## src/rtl/fb_pkg.sv

```systemverilog
// ---------------------------------------------------------------------------
// fb_pkg
// Shared framebuffer write-side definitions: frame geometry, derived sizes,
// the write-beat struct used by the rasterizer, the write scheduler and the
// framebuffer, the scheduler FSM state type and a helper that builds one
// clear-engine beat.
// ---------------------------------------------------------------------------
package fb_pkg;

  localparam int RESOLUTION_X  = 400;
  localparam int RESOLUTION_Y  = 300;
  localparam int PXL_BITS      = 8;
  localparam int TILE_WIDTH    = 4;
  localparam int TILE_HEIGHT   = 4;
  localparam int PXLS_PER_DATA = 4;

  localparam int PXL_PER_TILE = TILE_WIDTH * TILE_HEIGHT;
  localparam int TILE_COUNT   = RESOLUTION_X * RESOLUTION_Y / PXL_PER_TILE;
  localparam int ADDR_W       = $clog2(TILE_COUNT);
  localparam int CLEAR_BEATS  = TILE_COUNT / PXLS_PER_DATA;
  localparam int CNT_W        = $clog2(CLEAR_BEATS);

  typedef logic [PXL_PER_TILE-1:0][ADDR_W-1:0]                       tile_index_t;
  typedef logic [PXL_PER_TILE-1:0][PXLS_PER_DATA-1:0][PXL_BITS-1:0]  pxl_data_t;
  typedef logic [PXL_PER_TILE-1:0][PXLS_PER_DATA-1:0]                wr_en_t;

  typedef struct packed {
    tile_index_t tile_index;
    pxl_data_t   pxl_data;
    wr_en_t      wr_en;
  } fb_wr_beat_t;

  typedef enum logic {
    IDLE  = 1'b0,
    CLEAR = 1'b1
  } fb_state_t;

  // Clear beat k: every bank addresses word k*PXLS_PER_DATA, every lane
  // carries the clear colour and is enabled.
  function automatic fb_wr_beat_t clear_beat(input logic [CNT_W-1:0]    count,
                                             input logic [PXL_BITS-1:0] color);
    fb_wr_beat_t beat;
    beat = '0;
    for (int b = 0; b < PXL_PER_TILE; b++) begin
      beat.tile_index[b] = ADDR_W'(count) * ADDR_W'(PXLS_PER_DATA);
      for (int l = 0; l < PXLS_PER_DATA; l++) begin
        beat.pxl_data[b][l] = color;
      end
    end
    beat.wr_en = '1;
    return beat;
  endfunction

endpackage

```

## src/rtl/fb_clear_walker.sv

```systemverilog
// ---------------------------------------------------------------------------
// fb_clear_walker
// Beat counter for the clear engine. The counter saturates on the last beat
// rather than wrapping, so a stray step can never revisit address 0.
//   clk      in   sole clock
//   reset_n  in   synchronous active-low reset
//   start    in   zero the counter for a new sweep
//   step     in   a clear beat is issued this cycle; advance
//   count    out  current beat index k
//   last     out  k is the final beat of the sweep
//   done     out  the final beat is being issued this cycle
// ---------------------------------------------------------------------------
module fb_clear_walker
  import fb_pkg::*;
(
  input  logic             clk,
  input  logic             reset_n,
  input  logic             start,
  input  logic             step,
  output logic [CNT_W-1:0] count,
  output logic             last,
  output logic             done
);

  assign last = (count == CNT_W'(CLEAR_BEATS - 1));
  assign done = step & last;

  // NOTE: state is updated with non-blocking assignments so every register
  // samples the pre-edge values, independent of statement order.
  always_ff @(posedge clk) begin
    if (!reset_n) begin
      count <= '0;
    end else if (start) begin
      count <= '0;
    end else if (step && !last) begin
      count <= count + CNT_W'(1);
    end
  end

endmodule

```

## src/rtl/fb_write_scheduler.sv

```systemverilog
// ---------------------------------------------------------------------------
// fb_write_scheduler
// Shares the framebuffer write port between the rasterizer tile-write stream
// and the clear engine. All fb_wr_* outputs are registered, one beat/cycle.
//   clk               in   sole clock
//   reset_n           in   synchronous active-low reset
//   clear_start       in   single-cycle clear request (ignored while busy)
//   clear_color       in   clear colour, latched with an accepted request
//   busy              out  clear sweep in progress
//   clear_done        out  pulse with the last clear beat on fb_wr_*
//   rs_valid/rs_ready      rasterizer beat handshake (ready decoded from state)
//   rs_tile_index, rs_pxl_data, rs_wr_en    rasterizer beat
//   fb_wr_tile_index, fb_wr_pxl_data, fb_wr_en  registered framebuffer beat
// Build option: FB_CLEAR_ON_RESET_EN - reset enters the clear sweep with
// colour 0 instead of idling, so the framebuffer is wiped after power-up.
// ---------------------------------------------------------------------------
module fb_write_scheduler
  import fb_pkg::*;
(
  input  logic                                                     clk,
  input  logic                                                     reset_n,
  input  logic                                                     clear_start,
  input  logic [PXL_BITS-1:0]                                      clear_color,
  output logic                                                     busy,
  output logic                                                     clear_done,
  input  logic                                                     rs_valid,
  output logic                                                     rs_ready,
  input  logic [PXL_PER_TILE-1:0][ADDR_W-1:0]                      rs_tile_index,
  input  logic [PXL_PER_TILE-1:0][PXLS_PER_DATA-1:0][PXL_BITS-1:0] rs_pxl_data,
  input  logic [PXL_PER_TILE-1:0][PXLS_PER_DATA-1:0]               rs_wr_en,
  output logic [PXL_PER_TILE-1:0][ADDR_W-1:0]                      fb_wr_tile_index,
  output logic [PXL_PER_TILE-1:0][PXLS_PER_DATA-1:0][PXL_BITS-1:0] fb_wr_pxl_data,
  output logic [PXL_PER_TILE-1:0][PXLS_PER_DATA-1:0]               fb_wr_en
);

`ifdef FB_CLEAR_ON_RESET_EN
  localparam fb_state_t RESET_STATE = CLEAR;
`else
  localparam fb_state_t RESET_STATE = IDLE;
`endif

  fb_state_t             state, state_next;
  fb_wr_beat_t           fb_q;
  fb_wr_beat_t           rs_beat;
  logic [PXL_BITS-1:0]   color_q;
  logic                  walk_start, walk_step;
  logic [CNT_W-1:0]      walk_count;
  logic                  walk_last, walk_done;
  logic                  accept;

  fb_clear_walker u_walker (
    .clk     (clk),
    .reset_n (reset_n),
    .start   (walk_start),
    .step    (walk_step),
    .count   (walk_count),
    .last    (walk_last),
    .done    (walk_done)
  );

  // Ready depends on state only, so the rasterizer never sees a
  // combinational path from its own valid back to ready.
  assign rs_ready = (state == IDLE);
  assign busy     = (state == CLEAR);
  assign accept   = rs_valid & rs_ready;
  assign rs_beat  = {rs_tile_index, rs_pxl_data, rs_wr_en};

  always_ff @(posedge clk) begin
    if (!reset_n) begin
      state <= RESET_STATE;
    end else begin
      state <= state_next;
    end
  end

  // NOTE: every output of this block is given a default first, so no path
  // leaves a signal unassigned and no latch is inferred.
  always_comb begin
    state_next = state;
    walk_start = 1'b0;
    walk_step  = 1'b0;
    if (state == IDLE) begin
      if (clear_start) begin
        walk_start = 1'b1;
        state_next = CLEAR;
      end
    end else begin
      walk_step = 1'b1;
      if (walk_last) begin
        state_next = IDLE;
      end
    end
  end

  // Output beat register. A raster beat accepted alongside clear_start is
  // issued here in IDLE, so it lands one cycle ahead of clear beat 0.
  always_ff @(posedge clk) begin
    if (!reset_n) begin
      fb_q       <= '0;
      clear_done <= 1'b0;
      color_q    <= '0;
    end else begin
      clear_done <= walk_done;
      if (state == IDLE) begin
        if (accept) begin
          fb_q <= rs_beat;
        end else begin
          // Address and data hold; only the enables drop.
          fb_q.wr_en <= '0;
        end
        if (clear_start) begin
          color_q <= clear_color;
        end
      end else begin
        fb_q <= clear_beat(walk_count, color_q);
      end
    end
  end

  assign fb_wr_tile_index = fb_q.tile_index;
  assign fb_wr_pxl_data   = fb_q.pxl_data;
  assign fb_wr_en         = fb_q.wr_en;

endmodule
```

## config.mk

```make
export PLATFORM = sky130hd
export DESIGN_NAME = fb_write_scheduler
export DESIGN_NICKNAME = d
export VERILOG_FILES = /design/src/rtl/fb_pkg.sv /design/src/rtl/fb_clear_walker.sv /design/src/rtl/fb_write_scheduler.sv
export SDC_FILE = /design/constraint.sdc
export NUM_CORES = 1
export LEC_CHECK = 0
export ABC_CLOCK_PERIOD_IN_PS = 1900
export BUFFER_PORTS_ARGS = -buffer_cell sky130_fd_sc_hd__buf_2
export CELL_PAD_IN_SITES_DETAIL_PLACEMENT = 2
export CELL_PAD_IN_SITES_GLOBAL_PLACEMENT = 2
export CORE_AREA = 2 2 626 628
export DETAILED_ROUTE_END_ITERATION = 6
export DIE_AREA = 0 0 628 630
export PLACE_DENSITY = 0.31
export SETUP_SLACK_MARGIN = 0.5
export SYNTH_ARGS = -nofsm -noshare
export SYNTH_HDL_FRONTEND = slang
export SYNTH_SLANG_ARGS = --single-unit
export TNS_END_PERCENT = 5
```

## constraint.sdc

```tcl
create_clock -name clk -period 1.9 [get_ports clk]
set_clock_uncertainty 0.1 [all_clocks]
set_input_delay 0.475 -clock clk [delete_from_list [all_inputs] [get_ports clk]]
set_output_delay 0.475 -clock clk [all_outputs]
set_load 0.02 [all_outputs]
```

==> run summary, run 1 <==
FF-to-FF setup slack: -0.04 ns
Die Ht: 630 µm
Final Slew Violations: 0
WP data arrival: 1.62 ns
Worst slew pin tran: 0.888 ns
CTS root buf: clkbuf_16
Gr ovfl total: 0
Clock Tree Buf Depth: 4
Crit path cell chain: clkinv_16, buf_16, buf_8
Core area: 388000 µm²
Vias in the first global route: 35200
Fin cells: 10500
Mux cell area share after synthesis: 24.8%
Setup CP Type: register to output pin
Fmax: 0.456 GHz
Reg2reg end: fb_wr_pxl_data[128]$_SDFFE_PN0P_
Setup crit end kind: output pin
Largest stage delay on the critical path: 0.44 ns
Worst setup SP type: register
Layout Utilization: 15.8%
Final Hold Fails: 0
Cell with the most instances after synthesis: dfxtp_1
WP buf/inv: 3
Crit Path Max Fanout: 3
Violated checks: negative setup slack
Unrepaired setup endpoints after global routing: true
Number of flops mapped to enable cells by yosys: 0
Min-Delay Startpoint: reset_n
Num CTS Buffers: 125
Minimum clock period: 2.19 ns
Main combinational cell family by area after synthesis: multiplexers
Most frequent cells after synthesis: 805 x dfxtp_1, 722 x mux2i_1, 695 x a21oi_1
Delay-heaviest family, CP: flip-flops
CTS clk-pin slew, worst paths: 0.06 ns
Status: finished with violations
Routed wire length per instance: 26.0 µm
Max cap viols: 0
DR vias/cell: 3.02
Slew HR: 40.6%
Register area share after synthesis: 55.4%
FP Rows: 229
Critical path required time: 1.32 ns
Fin Hold WS: 0.0709 ns
Number of H-tree levels: 3
Starting Density: 7.49%
Initial antenna violation count: 154
CTS tree: done
Pin count of the biggest net entering global routing: 109
GP Congestion: 0.811
Area growth syn-to-layout: 111%
Die area: 396000 µm²
Endpoint, Worst Hold: u_walker.count[5]$_SDFFE_PP0P_
Syn Nets: 3449
Initial DRC Count: 881
Syn. warnings: 0
Nets: 5927
R2r worst-path depth: 6
Setup TNS: -17.54 ns
XOR/XNOR share of the synthesized area: 0.0602%
Netlist cell types: 33
Asr flop ratio synth: 0%
Final Setup Violations: 511
Hold path depth: 3
Placed cell count: 9375
CTS Sinks: 805
#FFs+latches synth: 805
Post-Syn Area: 29100 µm²
Later-pin clock latency in the skew report: 0.86 ns
Lkg Pwr: 27.3 nW
Total GRT Usage: 13.3%
Mapped Avg Cell Area: 11.0 µm²
Post-DP HPWL: 223 mm
Via count: 31700
Compound-Gate Fraction of Synth Area: 14.4%
Synth Area in Simple Gates: 1.32%
First-pass GRT wire length: 353 mm
Type of the tightest min-delay check: primary input to register
Area leader, netlist: dfxtp_1
Mapped Cells: 2651
R2r startpoint: busy$_SDFF_PN0_
# DRC: 0
I/O Buffers: 1582
Initial DRT Pass Iterations: 4
Period Utilization, post-route: 115%
Post-route setup slack: -0.292 ns
PwrDens: 917 nW/µm²
Die W: 628 µm
Share of cells above drive strength 1: 47.6%
Top cells by area, synth: dfxtp_1 55%, mux2i_1 25%, a21oi_1 12%, buf_2 2.9%, a21o_1 1.7%
Io pins: 1583
Adder-cell share of the synthesized area: 0.0860%
Main flop type after synthesis: dfxtp_1
Share of the synthesized area in the top cell type: 55.4%
Max IR drop VDD: 642 µV
Final antenna-violating net count: 0
CP max stage cell: dfxtp_4
Post-Route WL: 273 mm
## how the worst max path moves through the flow
stage / startpoint / to / slack, ns / cells past startpoint
floorplan: busy$_SDFF_PN0_ / rs_ready / 0.46 / 4
global placement: rs_valid / fb_wr_tile_index[173]$_SDFFE_PN0P_ / -0.29 / 5
detailed placement: rs_valid / fb_wr_tile_index[173]$_SDFFE_PN0P_ / -0.24 / 5
CTS: busy$_SDFF_PN0_ / rs_ready / -0.43 / 3
global route: busy$_SDFF_PN0_ / rs_ready / -0.42 / 3
finish: busy$_SDFF_PN0_ / rs_ready / -0.29 / 3
## final cells by class
cell class	instances	area [µm²]
antenna	68	170
clock buffer	194	3730
clock inverter	25	287
fill	44400	327000
inverter	2	33.8
multi-input combinational	1602	12100
sequential	805	16900
tap	5197	6500
timing repair buffer	2592	21800
timing repair inverter	1	16.3
## flip-flops by register name (all words and copies together) (netlist names)
| signal | flops |
|---|---|
| fb_wr_en | 64 |
| busy | 1 |
| fb_wr_tile_index | 208 |
| color_q | 8 |
| u_walker.count | 11 |
| clear_done | 1 |
| fb_wr_pxl_data | 512 |
## power by group
group	internal, mW	total [mW]	switching [mW]
clock network	13.8	23.5	9.77
logic	5.76	13.1	7.37
registers	18.6	19.7	1.14
## stage by stage
step	setup WS [ns]	area (µm²)	power, mW
finish	-0.292	61500	56.4
detailed placement	-0.238	45000	30.3
CTS	-0.427	59500	57.7
global route	-0.415	61400	59.5
global placement	-0.292	45000	30.2
floorplan	0.463	30400	24.5
## tightest hold or removal path, stage by stage
cell	delay (ns)
buf_4	0.25
nand2_8	0.17
a21oi_1	0.05
## routing by layer
metal / global-route usage, % / vias up / routed length [µm]
li1: - / 14600 / -
met1: 13.5 / 15700 / 96800
met2: 26.7 / 1075 / 152000
met3: 3.82 / 354 / 18300
met4: 2.09 / 4 / 5710
met5: 0 / - / 26
## cells in the final DEF, fill, tap and decap left out, types with 2 or more instances in the layout
cell and n:
nor2_1 34, dfxtp_2 411, buf_2 1113, clkbuf_8 30, buf_6 401, diode_2 68
dfxtp_1 334, clkbuf_1 37, nand4_1 4, xor2_1 2, o31ai_1 3, buf_8 60
o21ai_4 18, clkinv_8 2, mux2i_1 722, nand2_1 23, dlygate4sd3_1 794, bufinv_16 3
o21ai_0 3, clkinvlp_4 4, clkbuf_16 127, clkinv_4 4, or4_1 3, buf_12 90
and2_4 2, or3_1 3, clkinv_16 3, clkinv_2 11, ha_4 2, a21oi_1 694
buf_4 132, dfxtp_4 60, a21boi_0 8, nand3_1 3, a21o_1 64
## repair_timing
action                                 4_1_cts  5_1_grt
gates cloned                                 2        0
gates resized for setup                    909      815
endpoints found under the hold margin      793        0
hold buffers                               794        0
setup endpoints to repair                 1586     1592
pin swaps                                    0        2
setup buffers                               10       18
## logic make-up (layout without fill, tap and decap cells)
logic type,count (synthesis),after routing
compound gates,795,795
xor+xnor,2,2
fa+ha+maj,2,2
buf+inv,244,2814
flops,805,805
mux,722,722
other cells,0,68
simple gates,81,81
No activity file was read; power rests on OpenSTA's default activity.
==> run 2: changes to the inputs <==
--- a/config.mk
+++ b/config.mk
@@ -5,7 +5,7 @@
 export SDC_FILE = /design/constraint.sdc
 export NUM_CORES = 1
 export LEC_CHECK = 0
-export ABC_CLOCK_PERIOD_IN_PS = 1900
+export ABC_CLOCK_PERIOD_IN_PS = 2400
 export BUFFER_PORTS_ARGS = -buffer_cell sky130_fd_sc_hd__buf_2
 export CELL_PAD_IN_SITES_DETAIL_PLACEMENT = 2
 export CELL_PAD_IN_SITES_GLOBAL_PLACEMENT = 2
==> constraint.sdc (replaced) <==
create_clock -name clk -period 2.4 [get_ports clk]
set_clock_uncertainty 0.1 [all_clocks]
set_input_delay 0.6 -clock clk [delete_from_list [all_inputs] [get_ports clk]]
set_output_delay 0.6 -clock clk [all_outputs]
set_load 0.02 [all_outputs]
==> run summary, run 2 (synthesis results as in run 1) <==
Status: finished, final reports clean
Post-Layout Inst Area: 57200 µm²
Num CTS Buffers: 134
Nets: 5800
FP Rows: 229
Pin count of the biggest net entering global routing: 103
Starting Density: 7.49%
Post-DP HPWL: 220 mm
Via count: 31200
Sequential cell area: 16300 µm²
Fin cells: 10400
Max reg flops: 512
Crit Path Max Fanout: 4
Final antenna-violating net count: 0
Area growth syn-to-layout: 96.5%
Place WS: 0.152 ns
Max IR drop VDD: 440 µV
Multi-input logic area: 12000 µm²
# DRC: 0
Slew HR: 32.7%
Hold path depth: 3
DR vias/cell: 3.01
Final Setup Violations: 0
First-pass GRT wire length: 351 mm
Minimum clock period: 2.23 ns
WP data arrival: 1.53 ns
Share of cells above drive strength 1: 39.7%
Unrepaired setup endpoints after global routing: true
Number of H-tree levels: 4
CTS tree: done
Setup CP Type: register to output pin
Initial DRT Pass Iterations: 4
Max cap viols: 0
Gr ovfl total: 0
Worst setup SP type: register
Core area: 388000 µm²
Initial DRC Count: 780
Type of the tightest min-delay check: primary input to register
Critical path required time: 1.70 ns
Total GRT Usage: 13.1%
Worst slew pin tran: 1.01 ns
CTS root buf: clkbuf_16
Final Hold Fails: 0
CTS Sinks: 805
Clock Tree Buf Depth: 4
Routed wire length per instance: 26.0 µm
Fillers: 44800
Initial antenna violation count: 162
Final Total Pwr: 44.3 mW
GP Congestion: 0.774
PwrDens: 774 nW/µm²
Placed cell area: 44100 µm²
Period Utilization, post-route: 92.8%
Fmax: 0.449 GHz
I/O Buffers: 1582
Die Ht: 630 µm
R2r worst-path depth: 7
Commonest non-fill, non-tap cell in the layout: buf_2
Die area: 396000 µm²
CTS clk-pin slew, worst paths: 0.06 ns
Die W: 628 µm
Setup crit end kind: output pin
Placed cell count: 9300
Most frequent cells in the layout: 1484 x buf_2, 746 x dlygate4sd3_1, 722 x mux2i_1
Later-pin clock latency in the skew report: 0.83 ns
Lkg Pwr: 26.0 nW
Post-route setup slack: 0.173 ns
Vias in the first global route: 34600
Final Slew Violations: 0
Setup TNS: 0 ns
Io pins: 1583
Post-Route WL: 270 mm
run 2: changes by cell type in the layout (fill, tap and decap cells not counted), moves of 48 or more:
cell           change
dlygate4sd3_1     -48
buf_2            +371
buf_4             -56
dfxtp_1          +376
dfxtp_2          -351
buf_6            -350
run 2: final timing paths:
kind / start / endpoint / slack (ns)
setup / recovery: busy$_SDFF_PN0_ / rs_ready / 0.17
hold / removal: rs_pxl_data[482] / fb_wr_pxl_data[482]$_SDFFE_PN0P_ / 0.06
setup reg to reg: busy$_SDFF_PN0_ / fb_wr_pxl_data[461]$_SDFFE_PN0P_ / 0.28
hold reg to reg: fb_wr_tile_index[26]$_SDFFE_PP0P_ / fb_wr_tile_index[26]$_SDFFE_PP0P_ / 0.39
run 2: metrics by stage:
step | util (%) | hold WS (ns)
floorplan | - | 0.344
global placement | 11.3 | 0.370
detailed placement | 11.3 | 0.380
CTS | 14.5 | 0.00229
global route | 14.7 | 0.0267
finish | 14.7 | 0.0637
run 2: timing repair:
action / 4_1_cts / 5_1_grt
gates cloned: 1 / 0
buffers inserted: 11 / 5
hold endpoints to repair: 744 / 0
resized for setup: 178 / 261
pin swaps: 1 / 0
hold buffers: 746 / 0
setup endpoints to repair: 956 / 1199
run 2: final cells by class:
type / instances / share of cell area [%]
Clock inverter: 32 / 0.580
Sequential cell: 805 / 28.6
Inverter: 2 / 0.0263
Timing Repair Buffer: 2457 / 31.3
Clock buffer: 194 / 6.74
Multi-Input combinational cell: 1602 / 21.0
Tap cell: 5197 / 11.4
Antenna cell: 79 / 0.346
run 2: routing by layer:
layer | vias to the layer above | GRT usage (%) | wire, µm
met5 | - | 0 | 489
met4 | 74 | 3.03 | 6520
met3 | 316 | 4.44 | 19500
met2 | 1124 | 23.8 | 137000
met1 | 15300 | 14.6 | 106000
li1 | 14300 | - | -
run 2: critical path, stage by stage, from the launching register on:
cell	delay (ns)
dfxtp_4	0.38
inv_8	0.04
buf_16	0.13
buf_8	0.13
run 2: report_power, final:
| part | internal, mW | leakage (nW) | total (mW) | switching [mW] |
|---|---|---|---|---|
| sequential | 14.6 | 6.71 | 15.4 | 0.755 |
| clock | 11.3 | 2.05 | 19.4 | 8.12 |
| combinational | 3.65 | 17.3 | 9.49 | 5.84 |
| total | 29.6 | 26.0 | 44.3 | 14.7 |
